===== src/rtl/lsu_mem_if.sv =====
// Load/store unit: turns core byte/half/word accesses into word-aligned bus transactions.
// Optional response watchdog is compiled in with `define LSU_TIMEOUT_EN.
module lsu_mem_if #(
  parameter int TIMEOUT_CYCLES = 255
) (
  input  logic        clk,
  input  logic        rst,
  input  logic [31:0] aluout,
  input  logic [31:0] writedata,
  input  logic        MemWrite,
  input  logic [3:0]  ls,
  output logic [31:0] readdata,
  output logic        stall,
  output logic        misalign,
  output logic        bus_err,
  output logic        mem_valid,
  input  logic        mem_ready,
  output logic        mem_we,
  output logic [31:0] mem_addr,
  output logic [3:0]  mem_be,
  output logic [31:0] mem_wdata,
  input  logic        mem_rvalid,
  input  logic [31:0] mem_rdata
);

  typedef enum logic [1:0] {IDLE, REQ, WAIT_RSP, DONE} state_t;

  state_t      state;
  logic [1:0]  off_q;
  logic [1:0]  size_q;
  logic        uns_q;
  logic [3:0]  be_next;
  logic [31:0] wdata_next;
  logic        misaligned;
  logic [31:0] lane;
  logic [31:0] load_ext;

`ifdef LSU_TIMEOUT_EN
  localparam int CW = ($clog2(TIMEOUT_CYCLES + 1) > 8) ? $clog2(TIMEOUT_CYCLES + 1) : 8;
  logic [CW-1:0] wd_cnt;
  logic          timeout;
  assign timeout = (wd_cnt == CW'(TIMEOUT_CYCLES - 1));
`else
  assign bus_err = 1'b0;
`endif

  // Reset forces stall low immediately, even while the core still presents a request.
  assign stall = !rst & (((state == IDLE) & ls[3]) | (state == REQ) | (state == WAIT_RSP));

  always_comb begin
    be_next    = 4'b0000;
    wdata_next = writedata;
    misaligned = 1'b0;
    case (ls[1:0])
      2'b00: begin
        be_next    = 4'b0001 << aluout[1:0];
        wdata_next = {4{writedata[7:0]}};
      end
      2'b01: begin
        be_next    = 4'b0011 << aluout[1:0];
        wdata_next = {2{writedata[15:0]}};
        misaligned = aluout[0];
      end
      2'b10: begin
        be_next    = 4'b1111;
        misaligned = (aluout[1:0] != 2'b00);
      end
      default: misaligned = 1'b1;
    endcase
  end

  // Lane select uses the offset latched at request time, not the live core address.
  always_comb begin
    lane = mem_rdata >> {off_q, 3'b000};
    case (size_q)
      2'b00:   load_ext = uns_q ? {24'b0, lane[7:0]}  : {{24{lane[7]}}, lane[7:0]};
      2'b01:   load_ext = uns_q ? {16'b0, lane[15:0]} : {{16{lane[15]}}, lane[15:0]};
      default: load_ext = mem_rdata;
    endcase
  end

  always_ff @(posedge clk or posedge rst) begin
    if (rst) begin
      state     <= IDLE;
      mem_valid <= 1'b0;
      mem_we    <= 1'b0;
      mem_addr  <= '0;
      mem_be    <= '0;
      mem_wdata <= '0;
      readdata  <= '0;
      misalign  <= 1'b0;
      off_q     <= '0;
      size_q    <= '0;
      uns_q     <= 1'b0;
`ifdef LSU_TIMEOUT_EN
      bus_err   <= 1'b0;
      wd_cnt    <= '0;
`endif
    end else begin
      misalign <= 1'b0;
`ifdef LSU_TIMEOUT_EN
      bus_err  <= 1'b0;
      wd_cnt   <= '0;
`endif
      case (state)
        IDLE: begin
          if (ls[3]) begin
            if (misaligned) begin
              misalign <= 1'b1;
              readdata <= '0;
              state    <= DONE;
            end else begin
              mem_valid <= 1'b1;
              mem_we    <= MemWrite;
              mem_addr  <= {aluout[31:2], 2'b00};
              mem_be    <= be_next;
              mem_wdata <= wdata_next;
              off_q     <= aluout[1:0];
              size_q    <= ls[1:0];
              uns_q     <= ls[2];
              state     <= REQ;
            end
          end
        end
        REQ: begin
          if (mem_ready) begin
            mem_valid <= 1'b0;
            if (mem_we) begin
              state <= DONE;
            end else if (mem_rvalid) begin
              readdata <= load_ext;
              state    <= DONE;
            end else begin
              state <= WAIT_RSP;
            end
          end
`ifdef LSU_TIMEOUT_EN
          else if (timeout) begin
            mem_valid <= 1'b0;
            bus_err   <= 1'b1;
            readdata  <= '0;
            state     <= DONE;
          end else begin
            wd_cnt <= wd_cnt + 1'b1;
          end
`endif
        end
        WAIT_RSP: begin
          if (mem_rvalid) begin
            readdata <= load_ext;
            state    <= DONE;
          end
`ifdef LSU_TIMEOUT_EN
          else if (timeout) begin
            bus_err  <= 1'b1;
            readdata <= '0;
            state    <= DONE;
          end else begin
            wd_cnt <= wd_cnt + 1'b1;
          end
`endif
        end
        DONE:    state <= IDLE;
        default: state <= IDLE;
      endcase
    end
  end

endmodule


===== config.mk =====
export PLATFORM = sky130hd
export DESIGN_NAME = lsu_mem_if
export DESIGN_NICKNAME = d
export VERILOG_FILES = /design/src/rtl/lsu_mem_if.sv
export SDC_FILE = /design/constraint.sdc
export NUM_CORES = 1
export LEC_CHECK = 0
export ABC_AREA = 1
export CAP_MARGIN = 30
export CORE_UTILIZATION = 47
export DETAILED_ROUTE_END_ITERATION = 10
export GPL_TIMING_DRIVEN = 0
export HOLD_SLACK_MARGIN = 0.02
export PLACE_DENSITY = 0.9
export RECOVER_POWER = 100
export SLEW_MARGIN = 25
export SYNTH_ARGS = -nofsm -noshare
export SYNTH_HDL_FRONTEND = slang
export SYNTH_SLANG_ARGS = --single-unit

===== constraint.sdc =====
create_clock -name clk -period 6.6 [get_ports clk]
set_input_delay 1.65 -clock clk [delete_from_list [all_inputs] [get_ports clk]]
set_output_delay 1.65 -clock clk [all_outputs]
set_load 0.03 [all_outputs]

==> impl_metrics.json <==
{
  "ios": 210,
  "synthCells": 705,
  "critPathArrivalTime_ns": 3.09,
  "globalplace.congestion": 0.912,
  "fin_crit_ns": 4.74,
  "cts_sinks": 108,
  "finalCritPeriodShare_pct": 71.9,
  "die_h_um": 108,
  "fill_cells": 883,
  "dr.pass1.iters": 5,
  "ys_seq_elements": 108,
  "ys_types": 25,
  "gr-total-overflow": 0,
  "n_antenna_cell": 0,
  "dieArea_um2": 11700,
  "synth_top_area_share_pct": 50.9,
  "nNetsFinal": 1035,
  "numCtsBuffers": 9,
  "leakage_nw": 3.97,
  "wirelength_um": 16400,
  "netlist_area_um2": 5310,
  "area_delta_synth_final_pct": 46.2,
  "fin_tns_setup_ns": 0,
  "setup_violations": 0,
  "antenna_found_initial": 0,
  "crit_top_cell": "a21oi_1",
  "num_rows": 38,
  "final_common_cell": "nand2_1",
  "drc": 0,
  "postCtsSetupBuffers": 0,
  "post_dp_cell_area_um2": 7580,
  "rsz0062_at_grt": "false",
  "clockBufferDepth": 2,
  "critPathMaxStageDelay_ns": 0.75,
  "path_cells": "clkdlybuf4s50_1 -> a21oi_1 -> a21oi_1 -> dlygate4sd3_1",
  "critPathLaunch": "ls[3]",
  "maxCapViolations": 1,
  "irDropWorstVdd_mv": 0.290,
  "rr_startpoint": "state[0]",
  "critPathTopFamily": "buffers and inverters",
  "drive_gt1_share_pct": 4.09,
  "hold_viol_final": 0,
  "max-slew-margin-rel_pct": -46.1,
  "clkLatencyLatePin_ns": 0.35,
  "port_buffers": 206,
  "postCtsHoldBufs": 0,
  "coreArea_um2": 10900,
  "postLayoutCellArea_um2": 7760,
  "min_from": "mem_addr[4]",
  "synth_area_leader_cell": "dfrtp_1",
  "grt_pass1_vias": 5415,
  "die_w_um": 108,
  "grt_max_degree": 63,
  "slew_viol_final": 47,
  "wire_per_inst_um": 15.3,
  "fin_skew_ns": 0.00659,
  "grt_pass1_wl_um": 25900,
  "synth_seq_area_share_pct": 50.9,
  "path_buf_inv": 2,
  "max_freq_mhz": 211,
  "hold_path.class": "reg -> reg",
  "dp_hpwl_um": 12300,
  "synth-edff-count": 0,
  "yosysWarnings": 0,
  "grt_usage_pct": 28.9,
  "synth.avg_cell_area_um2": 7.53,
  "outcome": "complete, but fails checks",
  "synthTopCellsByArea": "dfrtp_1 51%, nand2_1 24%, o21ai_0 4.8%",
  "final_util_pct": 71.0,
  "required_ns": 4.95,
  "path_class": "in -> out",
  "postRouteAntennaNets": 0,
  "clockRootBuffer": "clkbuf_16",
  "regArea_um2": 2700,
  "initial_core_util_pct": 48.5,
  "worstSetupStartpointType": "primary input",
  "powerDensity_nw_per_um2": 477,
  "synth-main-ff-cell": "dfrtp_1",
  "critical_path.slowest_cell": "dlygate4sd3_1",
  "drt_iter0_markers": 278,
  "synthArstFlopShare_pct": 100,
  "multi_input_area_um2": 2210,
  "htree_levels": 3,
  "cts_tree": "built",
  "crit_fanout": 3,
  "cts_resized": 0,
  "violations": "capacitance limit, slew limit",
  "clk_pin_slew_worst_paths_ns": 0.08,
  "viasPerCell": 5.16,
  "tightest_slew_ns": 2.18,
  "crit_path_end_kind": "output pin",
  "mostFrequentLayoutCells": "345 x nand2_1, 108 x dfrtp_1, 104 x dlygate4sd3_1",
  "dr_total_vias": 5524
}
==> synthesized netlist by cell type, drive strengths merged (2+ instances only) <==
| library cell | count |
|---|---|
| a21oi | 23 |
| buf | 28 |
| clkbuf | 7 |
| dfrtp | 108 |
| ha | 5 |
| inv | 34 |
| nand2 | 347 |
| nand3 | 17 |
| nand3b | 2 |
| nand4 | 5 |
| nor2 | 51 |
| o21ai | 74 |
==> final cells by class <==
cell class                      count  share of cell area (%)
Buffer                             35                    2.08
Clock buffer                       10                    3.08
Clock inverter                      6                   0.613
Inverter                           35                    1.73
Multi-Input combinational cell    529                    28.5
Sequential cell                   108                    34.8
Tap cell                          140                    2.26
Timing Repair Buffer              207                    26.9
==> where the power goes <==
part,switching (mW),internal [mW]
clock network,0.255,0.270
logic,1.34,0.706
registers,0.170,0.955
==> worst paths after layout <==
| path | endpoint | slack [ns] | cells past startpoint |
|---|---|---|---|
| min in group asynchronous | misalign | 2.37 | 2 |
| max | stall | 1.86 | 4 |
| max reg2reg | mem_addr[3] | 4.16 | 9 |
| min reg2reg | mem_addr[4] | 0.47 | 2 |
| min | mem_addr[4] | 0.47 | 2 |
| max in group asynchronous | readdata[21] | 3.23 | 3 |
==> stage by stage <==
stage	hold WS, ns	std cells	worst slack (ns)	total power [mW]
after floorplan	0.456	707	2.10	2.45
after global placement	0.453	1053	0.504	3.27
after detailed placement	0.462	1054	1.90	3.33
after CTS	0.477	1070	1.90	3.86
after global routing	0.486	1070	1.80	3.95
final	0.469	1070	1.86	3.70
==> logic make-up after synthesis <==
group,synth area share [%]
adder cells (fa/ha/maj),1.18
AO/OA/AOI/OAI,9.41
buffers and inverters,6.95
AND/OR/NAND/NOR,31.5
flip-flops,50.9
other,0.0707
==> registers in the layout, indices dropped and copies added, names as in the netlist <==
name / flops
mem_addr: 30
mem_be: 4
mem_valid: 1
mem_wdata: 32
mem_we: 1
misalign: 1
off_q: 2
readdata: 32
size_q: 2
state: 2
uns_q: 1
==> metal layers <==
layer  global-route usage, %  part of all wire, %  vias to the layer above
met1                    34.5                   38                     2539
met4                    11.2                  3.1                        0
met5                       0                    0                        -
met2                    48.4                   48                      306
li1                        -                    -                     2640
met3                    9.22                   10                       39
==> tightest hold or removal path, cell delays in order, from the launching register on <==
cell and delay (ns):
dfrtp_1 0.34, nand2_1 0.05, nand2_1 0.05
No activity file was read; power rests on OpenSTA's default activity.
